## config.mk

```make
export PLATFORM = sky130hd
export DESIGN_NAME = load_store_unit
export DESIGN_NICKNAME = d
export VERILOG_FILES = /design/src/rtl/load_store_unit.sv
export SDC_FILE = /design/constraint.sdc
export NUM_CORES = 1
export LEC_CHECK = 0
export ABC_AREA = 1
export CORE_AREA = 2 2 145 147
export CTS_CLUSTER_DIAMETER = 60
export DETAILED_ROUTE_END_ITERATION = 12
export DIE_AREA = 0 0 147 149
export GPL_TIMING_DRIVEN = 0
export SLEW_MARGIN = 40
export SYNTH_ARGS = -nofsm -noshare
export SYNTH_HDL_FRONTEND = slang
export SYNTH_SLANG_ARGS = --single-unit
```

## constraint.sdc

```tcl
create_clock -name clk -period 3 [get_ports clk]
set_clock_uncertainty 0.15 [all_clocks]
set_input_delay 0.3 -clock clk [delete_from_list [all_inputs] [get_ports clk]]
set_output_delay 0.3 -clock clk [all_outputs]
set_load 0.02 [all_outputs]
```

## src/rtl/load_store_unit.sv

```systemverilog
// Load/store unit: byte/half/word memory access with lane alignment, sign extension and exceptions.
// Latency (same-cycle ack): load 2, word store 2, byte/half store 3 (read-modify-write), exception 1.
// Backpressure: req_ready only in IDLE; strobes held until mem_ack or TIMEOUT wait cycles expire.
module load_store_unit #(
  parameter int ADDR_W  = 32,
  parameter int TIMEOUT = 15
) (
  input  logic              clk,
  input  logic              reset,
  input  logic              req_valid,
  output logic              req_ready,
  input  logic              req_write,
  input  logic [1:0]        req_size,
  input  logic              req_signed,
  input  logic [ADDR_W-1:0] req_addr,
  input  logic [31:0]       req_wdata,
  output logic [ADDR_W-1:0] mem_addr,
  output logic              mem_rd,
  output logic              mem_wr,
  output logic [31:0]       mem_wdata,
  input  logic [31:0]       mem_rdata,
  input  logic              mem_ack,
  output logic              rsp_valid,
  output logic [31:0]       rsp_data,
  output logic              exc_valid,
  output logic [1:0]        exc_code,
  output logic [ADDR_W-1:0] exc_addr
);

  typedef enum logic [1:0] {IDLE, READ, WRITE, RESP} state_t;

  localparam logic [7:0] TO = 8'(TIMEOUT);

  state_t            state, state_nxt;
  logic [ADDR_W-1:0] addr_q;
  logic              write_q, signed_q;
  logic [1:0]        size_q, exc_q, exc_nxt, chk;
  logic [31:0]       data_q, data_nxt, merged, load_res;
  logic [7:0]        cnt_q, cnt_nxt;
  logic              accept;

  assign accept = req_valid && req_ready;

  // Accept-time fault check; illegal size outranks misalignment.
  always_comb begin
    chk = 2'b00;
    if (req_size == 2'b11)
      chk = 2'b10;
    else if ((req_size == 2'b01 && req_addr[0]) || (req_size == 2'b10 && req_addr[1:0] != 2'b00))
      chk = 2'b01;
  end

  // Lane merge for sub-word stores: data_q still holds the store data while READ is pending.
  always_comb begin
    merged = mem_rdata;
    if (size_q == 2'b00)
      merged[{addr_q[1:0], 3'b000} +: 8] = data_q[7:0];
    else
      merged[{addr_q[1], 4'b0000} +: 16] = data_q[15:0];
  end

  // Load result extraction from the registered read word.
  always_comb begin
    load_res = data_q;
    case (size_q)
      2'b00: load_res = {{24{signed_q & data_q[{addr_q[1:0], 3'b111}]}}, data_q[{addr_q[1:0], 3'b000} +: 8]};
      2'b01: load_res = {{16{signed_q & data_q[{addr_q[1], 4'b1111}]}}, data_q[{addr_q[1], 4'b0000} +: 16]};
      default: load_res = data_q;
    endcase
  end

  // Next-state and datapath-next logic.
  always_comb begin
    state_nxt = state;
    exc_nxt   = exc_q;
    data_nxt  = data_q;
    cnt_nxt   = cnt_q;
    case (state)
      IDLE: begin
        if (accept) begin
          cnt_nxt  = 8'd0;
          data_nxt = req_wdata;
          exc_nxt  = chk;
          if (chk != 2'b00)
            state_nxt = RESP;
          else if (req_write && req_size == 2'b10)
            state_nxt = WRITE;
          else
            state_nxt = READ;
        end
      end
      READ: begin
        if (mem_ack) begin
          cnt_nxt = 8'd0;
          if (write_q) begin
            data_nxt  = merged;
            state_nxt = WRITE;
          end else begin
            data_nxt  = mem_rdata;
            state_nxt = RESP;
          end
        end else if (cnt_q + 8'd1 == TO) begin
          exc_nxt   = 2'b11;
          state_nxt = RESP;
        end else begin
          cnt_nxt = cnt_q + 8'd1;
        end
      end
      WRITE: begin
        if (mem_ack) begin
          state_nxt = RESP;
        end else if (cnt_q + 8'd1 == TO) begin
          exc_nxt   = 2'b11;
          state_nxt = RESP;
        end else begin
          cnt_nxt = cnt_q + 8'd1;
        end
      end
      default: begin
        cnt_nxt   = 8'd0;
        state_nxt = IDLE;
      end
    endcase
  end

  // State and request capture registers.
  always_ff @(posedge clk or negedge reset) begin
    if (!reset) begin
      state    <= IDLE;
      addr_q   <= '0;
      write_q  <= 1'b0;
      signed_q <= 1'b0;
      size_q   <= 2'b00;
      exc_q    <= 2'b00;
      data_q   <= 32'd0;
      cnt_q    <= 8'd0;
    end else begin
      state  <= state_nxt;
      exc_q  <= exc_nxt;
      data_q <= data_nxt;
      cnt_q  <= cnt_nxt;
      if (accept) begin
        addr_q   <= req_addr;
        write_q  <= req_write;
        signed_q <= req_signed;
        size_q   <= req_size;
      end
    end
  end

  assign req_ready = (state == IDLE);
  assign mem_rd    = (state == READ);
  assign mem_wr    = (state == WRITE);
  assign mem_addr  = (mem_rd || mem_wr) ? {addr_q[ADDR_W-1:2], 2'b00} : '0;
  assign mem_wdata = mem_wr ? data_q : 32'd0;
  assign rsp_valid = (state == RESP);
  assign exc_valid = rsp_valid && (exc_q != 2'b00);
  assign exc_code  = rsp_valid ? exc_q : 2'b00;
  assign exc_addr  = exc_valid ? addr_q : '0;
  assign rsp_data  = (rsp_valid && !write_q && exc_q == 2'b00) ? load_res : 32'd0;

endmodule

```

Yosys cells after proc, flatten, opt, wreduce, memory -nomap -nowiden
Index checks and enable logic that the tools add are counted.
{"block": "op_classes", "add_sub_neg": 3, "order_cmp": 2, "eq_ne": 13, "shifts": 6, "muxes": 36, "n_bitwise": 2, "reduce_logical": 22}
{"cell": "$mux W32", "count": 8}
{"cell": "$pmux W32 S2", "count": 2}
{"cell": "$bwmux W32", "count": 2}
{"cell": "$mux W8", "count": 4}
{"cell": "$shift A16 B7 Y32 const A", "count": 1}
{"cell": "$shift A8 B7 Y32 const A", "count": 1}
{"cell": "$shiftx A16 B7 Y32", "count": 1}
{"cell": "$shiftx A32 B6 Y16", "count": 1}
{"cell": "$shiftx A32 B6 Y8", "count": 1}
{"cell": "$shiftx A8 B7 Y32", "count": 1}
{"cell": "$pmux W8 S3", "count": 1}
{"cell": "$mux W2", "count": 11}
{"cell": "$neg A5 Y7", "count": 2}
{"cell": "$lt A5 B6 Y1 const B", "count": 2}
{"cell": "$reduce_bool A2 Y1", "count": 5}
{"cell": "$add A8 B1 Y8 const B", "count": 1}
{"cell": "$eq A2 B2 Y1 const B", "count": 4}
{"cell": "$eq A8 B4 Y1 const B", "count": 1}
{"cell": "$logic_and A1 B1 Y1", "count": 7}
{"cell": "$eq A2 B1 Y1 const B", "count": 3}
{"cell": "$logic_not A2 Y1", "count": 3}
{"cell": "$ne A2 B1 Y1 const B", "count": 3}
{"cell": "$pmux W2 S3", "count": 1}
{"cell": "$mux W1", "count": 5}
{"cell": "other kinds (10)", "count": 13}
{"block": "word_totals", "ff_bits": 80, "inputBits": 104, "out_inout_bits": 135, "word_cells": 92}

Longest topological paths before layout
Gate-level depths: netlist of the first run.
{"block": "depth", "ltp_word": 9, "mapped_depth": 13, "mapped_depth_nobuf": 12}

Worst setup path before layout of the first run
OpenSTA, ideal clock, no wires.
{"block": "synth_timing", "kind": "register to register", "start": "register addr_q[0]", "end": "register data_q[16]", "arrival_ns": 1.957, "path_slack_ns": 0.770, "path_stages_with_launch": 12, "synth_period_minus_slack_ns": 2.230, "cell_sequence": "dfrtp_1 buf_2 inv_2 buf_2 buf_2 ha_1 nor2_1 nand2_1 nor3_2 a21boi_1 o21a_1 o21ai_1"}
{"block": "synth_via", "elab_chain_len": 7, "elab_cells_between_ends": 8, "cone_classes": "add/sub: 1; shift: 2; mux: 5"}
{"item": "from (decl)", "line_no": "35", "rtl": "logic [ADDR_W-1:0] addr_q;"}
{"item": "from (signal assigned)", "line_no": "143", "rtl": "addr_q <= req_addr;"}
{"item": "$neg A5 Y7 (*)", "line_no": "57", "rtl": "merged[{addr_q[1:0], 3'b000} +: 8] = data_q[7:0];"}
{"item": "$shiftx A8 B7 Y32 or $shift A8 B7 Y32 (tied branches)", "line_no": "57"}
{"item": "$bwmux W32 (*)", "line_no": "57"}
{"item": "$mux W32 (*)", "line_no": "56", "rtl": "if (size_q == 2'b00)"}
{"item": "$mux W32 (*)", "line_no": "95", "rtl": "if (write_q) begin"}
{"item": "$mux W32 (*)", "line_no": "93", "rtl": "if (mem_ack) begin"}
{"item": "$pmux W32 S2 (*)", "line_no": "78", "rtl": "case (state)"}
{"item": "to (signal assigned)", "line_no": "140", "rtl": "data_q <= data_nxt;"}
{"item": "to (decl)", "line_no": "38", "rtl": "logic [31:0] data_q, data_nxt, merged, load_res;"}
Every way passes the cells marked *; elsewhere a longest branch is shown, timed or not. The select of a mux whose other input is x is not followed.
A chain may end at the register's enable or synchronous reset.

Worst setup path in the final report of the first run
{"block": "layout_timing", "start": "register addr_q[1]", "end": "output port rsp_data[8]"}
{"block": "layout_via", "elab_chain_len": 5, "elab_cells_between_ends": 6, "cone_classes": "shift: 1; mux: 4; bitwise: 1"}
{"item": "branches (longest 3 deep; another with $shiftx A32 B6 Y16)"}
{"item": "$pmux W32 S2 (*)", "line_no": "65", "rtl": "case (size_q)"}
{"item": "$mux W32 (*)", "line_no": "160", "rtl": "assign rsp_data = (rsp_valid && !write_q && exc_q == 2'b00) ? load_res : 32'd0;"}
{"item": "to (decl)", "line_no": "24", "rtl": "output logic [31:0] rsp_data,"}
Mark *: on every way between the ends. The select of a mux whose other input is x is not followed.

==> impl_metrics.tcl, run 1 <==
set metrics [dict create \
    r2r-end "data_q[18]$_DFFE_PN0P_" \
    start_kind "register" \
    min_path_type "in2async" \
    met2_usage_pct 37.8 \
    grt_max_degree 54 \
    synth-seq-area-share_pct 33.2 \
    cts_tree "done" \
    io_pins 239 \
    reg2reg_slack_ns 0.38 \
    grt_antenna_before_repair 0 \
    slew_headroom_pct 55.9 \
    async_flop_share_pct 100 \
    worst_path_largest_cell_delay_ns 0.60 \
    r2r_start "addr_q[0]$_DFFE_PN0P_" \
    post_dp_cell_area_um2 8760 \
    finalCriticalPeriod_ns 2.88 \
    initialDrtViolationCount 495 \
    insertion_delay_ns 0.34 \
    wirelength_um 24300 \
    root_buffer "clkbuf_16" \
    use_met1_pct 27.6 \
    crit_buf_inv 4 \
    syn_inst 930 \
    globalRouteMet3Util_pct 5.93 \
    grt_usage_pct 22.3 \
    sw_frac_of_total_pct 50.7 \
    numCtsBuffers 9 \
    drc 0 \
    startpoint "addr_q[1]$_DFFE_PN0P_" \
    port_buffers 236 \
    ant_nets 0 \
    worstSetupPathType "reg2out" \
    crit_chain "inv_2 > buf_6 > o21ai_1 > nand2_1 > o2111ai_4 > o211ai_1 > nand2_1 > inv_1 > clkdlybuf4s50_1" \
    syn_to_final_growth_pct 53.7 \
    critPathRequiredTime_ns 2.55 \
    cellInternalPower_uw 5260 \
    firstDrtPassIters 6 \
    grt_pass1_vias 6727 \
    clkPwrFrac_pct 13.7 \
    path_clk_slew_ns 0.06 \
    wl_per_cell_um 16.6 \
    arrival_ns 2.43 \
    path_max_fanout 10 \
    synth_area_um2 6020 \
    maxCapViolations 0 \
    fp.dieH_um 149 \
    synth_warnings 0 \
    grt_pass1_wl_um 38100 \
    p_sw_uw 5410 \
    synth_ff_type "dfrtp_1" \
    viasPerCell 4.75 \
    rsz0062_at_grt "false" \
    vdd_drop_max_uv 633 \
    critPathCaptureType "output port" \
    synth_top_area_cell "dfrtp_1" \
    fillers 2167 \
    pwr-share-comb_pct 66.2 \
    dpl_worst_slack_ns -0.133 \
    layout_commonest_cell "clkdlybuf4s50_1" \
    num_rows 53 \
    p_seq_share_pct 20.2 \
    vias 6951 \
    rr_worst_depth 11 \
    final_area_um2 9260 \
    cp_num_cells 9 \
    syn_area_per_cell_um2 6.48 \
    ctsHtreeMaxLevel 3 \
    synth.area.top_cells "dfrtp_1, nand2_1, inv_1" \
    tightest_slew_ns 0.659 \
    power.leakage_uw 0.00493 \
    fin_ws_ns 0.118 \
    top_usage_layer "met2" \
    crit_top_cell "nand2_1" \
    yosys.area.top_type_share_pct 33.2 \
    chipWidth_um 147 \
    total_power_uw 10700 \
    start_util_pct 29.3 \
    synth.distinct_cells 43 \
    core-area_um2 20600 \
    diodes 0 \
    maxSlewViolCount 0 \
    clock_sinks 80 \
    hpwl_um 19200 \
    final-hold-violation-count 0 \
    p_per_area_nw_per_um2 1150 \
    synth-seq-cells 80 \
    outcome "completed" \
    fmax_ghz 0.347 \
    critPathCapture "rsp_data[8]" \
    crit_path_top_delay_cell "clkdlybuf4s50_1" \
    grt-ovfl-total 0 \
    fin_nets 1299 \
    timing.hold.ws_ns 0.237 \
    drive_above_1_share_pct 7.24 \
    critical_path.top_delay_family "buffers and inverters" \
    die-area_um2 21900 \
    place_congestion 0.926 \
    fin_crit_sh_pct 96.1 \
    setup_viol 0 \
    clk_path_buf_depth 2 \
    synth-edff-count 0 \
    layout_common_cells "clkdlybuf4s50_1, nand2_1, inv_1, nor2_1, dfrtp_1" \
]
-- cell type report --
class	instances	area [um2]	share of cell area, %
multi-input cells	623	3140	33.9
repair buffers	242	2450	26.4
flip-flops and latches	80	2000	21.6
inverters	179	674	7.28
well taps	275	344	3.72
plain buffers	48	264	2.85
clock buffers	10	229	2.47
clock inverters	6	155	1.68
-- layer usage --
layer,vias to the layer above,part of all wire (%)
met5,-,0
met2,305,47
met1,3137,41
met3,42,9.2
li1,3467,-
met4,0,2.6
-- what timing repair did --
item / 4_1_cts / 5_1_grt
resized for setup: 35 / 24
buffers inserted: 2 / 2
pin swaps: 1 / 2
hold endpoints to repair: 27 / 0
hold buffers: 1 / 0
cloned: 0 / 0
endpoints found under the setup margin: 93 / 56
-- worst register-to-register path, stage by stage (launching register included) --
cell	delay, ns
dfrtp_1	0.40
buf_2	0.19
inv_2	0.14
buf_4	0.20
buf_6	0.19
ha_1	0.28
nor2_1	0.09
nand2_1	0.12
nor3_2	0.06
a21boi_1	0.43
o21a_1	0.19
o21ai_1	0.06
-- power by group through the flow --
stage / Sequential (uW) / Combinational (uW) / Clock [uW]
after floorplan: 1910 / 4230 / 0
after global routing: 2210 / 7780 / 1530
final: 2150 / 7060 / 1460
after detailed placement: 2150 / 6940 / 0
after CTS: 2140 / 7030 / 1480
after global placement: 2140 / 6950 / 0
-- sequential cells by signal, indices dropped and copies added (netlist names) --
| register | cells |
|---|---|
| size_q | 2 |
| cnt_q | 8 |
| data_q | 32 |
| signed_q | 1 |
| write_q | 1 |
| exc_q | 2 |
| addr_q | 32 |
| state | 2 |
-- cell usage after synthesis, types with 3 or more instances --
master / count
o22ai_1: 17
ha_1: 12
nand3_1: 28
nand2_1: 203
buf_2: 14
o21ai_1: 9
buf_1: 3
nor2_1: 120
clkbuf_1: 27
a22oi_1: 8
o21ai_2: 5
inv_2: 5
buf_6: 3
o2111ai_1: 14
nand2_2: 3
a221oi_1: 8
a21oi_1: 74
inv_1: 172
o211ai_1: 15
o21ai_0: 76
o21a_1: 6
dfrtp_1: 80
-- how the worst min path moves through the flow --
stage | start | end | slack (ns) | depth (start not counted)
CTS | reset | addr_q[6]$_DFFE_PN0P_ | 0.24 | 2
finish | reset | addr_q[6]$_DFFE_PN0P_ | 0.24 | 2
global placement | addr_q[28]$_DFFE_PN0P_ | addr_q[28]$_DFFE_PN0P_ | 0.37 | 2
floorplan | reset | addr_q[0]$_DFFE_PN0P_ | -0.15 | 0
detailed placement | reset | addr_q[6]$_DFFE_PN0P_ | 0.04 | 1
global route | reset | addr_q[6]$_DFFE_PN0P_ | 0.26 | 2
-- stage by stage --
stage	std cells	TNS [ns]	utilization, %
4_1_cts	1461	0	44.8
3_5_place_dp	1443	-0.612	42.6
6_report	1463	0	45.0
5_1_grt	1463	0	45.0
3_3_place_gp	1442	-137.57	42.5
2_1_floorplan	931	0	-
-- logic make-up (layout without fill, tap and decap cells) --
logic type,count (synthesis),count (layout),synth area share [%]
and+or+nand+nor,366,366,24.5
buffers and inverters,228,485,15.0
adders and majority gates,12,12,2.49
AOI/OAI and AO/OA,242,242,24.5
DFF,80,80,33.2
muxes,1,1,0.187
other,1,2,0.0622
No activity file was read; power rests on OpenSTA's default activity.
==> inputs of run 2 (changes only) <==
--- a/config.mk
+++ b/config.mk
@@ -11,6 +11,7 @@
 export DETAILED_ROUTE_END_ITERATION = 12
 export DIE_AREA = 0 0 147 149
 export GPL_TIMING_DRIVEN = 0
+export MAX_ROUTING_LAYER = met4
 export SLEW_MARGIN = 40
 export SYNTH_ARGS = -nofsm -noshare
 export SYNTH_HDL_FRONTEND = slang
==> run 2 against run 1 <==
  * Count of clock-buffer cells in the layout unchanged
  * Clock power is 14% lower
  * Wire length grew 0.58%
  * Largest power group unchanged
==> impl_metrics.tcl, run 2 (synthesis gave the netlist of run 1 again) <==
set metrics [dict create \
    grt_antenna_before_repair 0 \
    numCtsBuffers 9 \
    maxSlewViolCount 0 \
    ant_nets 0 \
    syn_to_final_growth_pct 52.6 \
    power.leakage_uw 0.00491 \
    chipWidth_um 147 \
    worstSetupPathType "reg2out" \
    hpwl_um 19300 \
    grt_pass1_vias 6920 \
    path_clk_slew_ns 0.07 \
    vdd_drop_max_uv 615 \
    grt_usage_pct 22.8 \
    p_per_area_nw_per_um2 1140 \
    port_buffers 236 \
    core-area_um2 20600 \
    critPathCaptureType "output port" \
    ctsHtreeMaxLevel 3 \
    root_buffer "clkbuf_16" \
    fmax_ghz 0.349 \
    drc 0 \
    fin_crit_sh_pct 95.5 \
    r2r_start "addr_q[0]$_DFFE_PN0P_" \
    min_path_type "in2async" \
    clk_path_buf_depth 2 \
    fillers 2175 \
    outcome "completed" \
    slew_headroom_pct 54.8 \
    critPathRequiredTime_ns 2.55 \
    fin_nets 1297 \
    wl_per_cell_um 16.7 \
    finalCriticalPeriod_ns 2.86 \
    crit_path_top_delay_cell "clkdlybuf4s50_1" \
    final-hold-violation-count 0 \
    grt-ovfl-total 0 \
    fp.dieH_um 149 \
    layout_common_cells "clkdlybuf4s50_1, nand2_1, inv_1, nor2_1, dfrtp_1" \
    crit_top_cell "o211ai_1" \
    io_pins 239 \
    cts_tree "done" \
    place_congestion 0.942 \
    clock_sinks 80 \
    start_util_pct 29.3 \
    die-area_um2 21900 \
    tightest_slew_ns 0.676 \
    arrival_ns 2.41 \
    start_kind "register" \
    viasPerCell 4.84 \
    path_max_fanout 10 \
    maxCapViolations 0 \
    num_rows 53 \
    worst_path_largest_cell_delay_ns 0.60 \
    vias 7077 \
    insertion_delay_ns 0.35 \
    setup_tns_ns 0 \
    rsz0062_at_grt "false" \
    layout_commonest_cell "clkdlybuf4s50_1" \
    grt_pass1_wl_um 37700 \
    wirelength_um 24400 \
    setup_viol 0 \
    firstDrtPassIters 4 \
    drive_above_1_share_pct 7.17 \
    diodes 0 \
    largest_registers "addr_q: 32 flops, data_q: 32 flops, cnt_q: 8 flops" \
    timing.hold.ws_ns 0.237 \
    startpoint "addr_q[1]$_DFFE_PN0P_" \
    initialDrtViolationCount 400 \
    crit_chain "clkbuf_1 > clkbuf_2 > o211ai_1 > o211ai_1 > nand2_1 > inv_1 > clkdlybuf4s50_1" \
    grt_max_degree 54 \
]
==> run 2: changes by cell type in the layout (fill, tap and decap cells not counted), sizes merged <==
cell           delta
buf               -2
clkinv            +1
clkinvlp          +2
dlymetal6s2s      +1
bufinv            -3
clkdlybuf4s50     -1
==> run 2: final timing paths <==
check,slack (ns),cells after the start,endpoint
setup / recovery,0.14,7,rsp_data[14]
setup reg to reg,0.36,11,data_q[19]$_DFFE_PN0P_
max in group asynchronous,1.89,3,addr_q[1]$_DFFE_PN0P_
min in group clk,0.37,3,addr_q[22]$_DFFE_PN0P_
hold reg to reg,0.38,2,addr_q[29]$_DFFE_PN0P_
hold / removal,0.24,2,addr_q[6]$_DFFE_PN0P_
==> run 2: power breakdown <==
part / internal [uW] / switching, uW
clock: 755 / 497
sequential: 1570 / 586
combinational: 2690 / 4350
total: 5020 / 5430
==> run 2: cell type report <==
cell class	instances	area [um2]	area share, %
Buffer	48	263	2.86
Clock buffer	10	239	2.60
Clock inverter	6	92.6	1.01
Inverter	179	674	7.33
Multi-Input combinational cell	623	3140	34.2
Sequential cell	80	2000	21.8
Tap cell	275	344	3.74
Timing Repair Buffer	240	2440	26.5
==> run 2: metrics by stage <==
step / util [%] / instance area (um2) / power (uW) / setup WS (ns) / instances
finish: 44.7 / 9200 / 10500 / 0.135 / 1461
global route: 44.7 / 9200 / 11300 / 0.00136 / 1461
CTS: 44.5 / 9150 / 10400 / 0.00233 / 1461
detailed placement: 42.6 / 8760 / 9100 / -0.148 / 1443
global placement: 42.5 / 8730 / 9090 / -1.76 / 1442
floorplan: - / 6030 / 6130 / 0.770 / 931
==> run 2: timing repair <==
| action | CTS | global route |
|---|---|---|
| pin swaps | 2 | 0 |
| setup endpoints to repair | 93 | 78 |
| hold buffers | 1 | 0 |
| hold endpoints to repair | 27 | 0 |
| gates cloned | 0 | 0 |
| resized for setup | 35 | 25 |
| buffers inserted | 2 | 0 |
==> run 2: critical path, delay by kind of cell (launching register included) <==
family,cells,cell delay [ns]
buf+inv,4,1.27
flops,1,0.43
compound gates,2,0.28
simple gates,1,0.07
==> run 2: per-layer routing <==
| layer | global-route usage (%) | part of all wire [%] | wire [um] |
|---|---|---|---|
| met5 | - | 0 | 0 |
| met4 | 9.95 | 3.7 | 903 |
| met3 | 5.26 | 7.9 | 1930 |
| met2 | 37.2 | 46 | 11300 |
| met1 | 27.2 | 42 | 10300 |
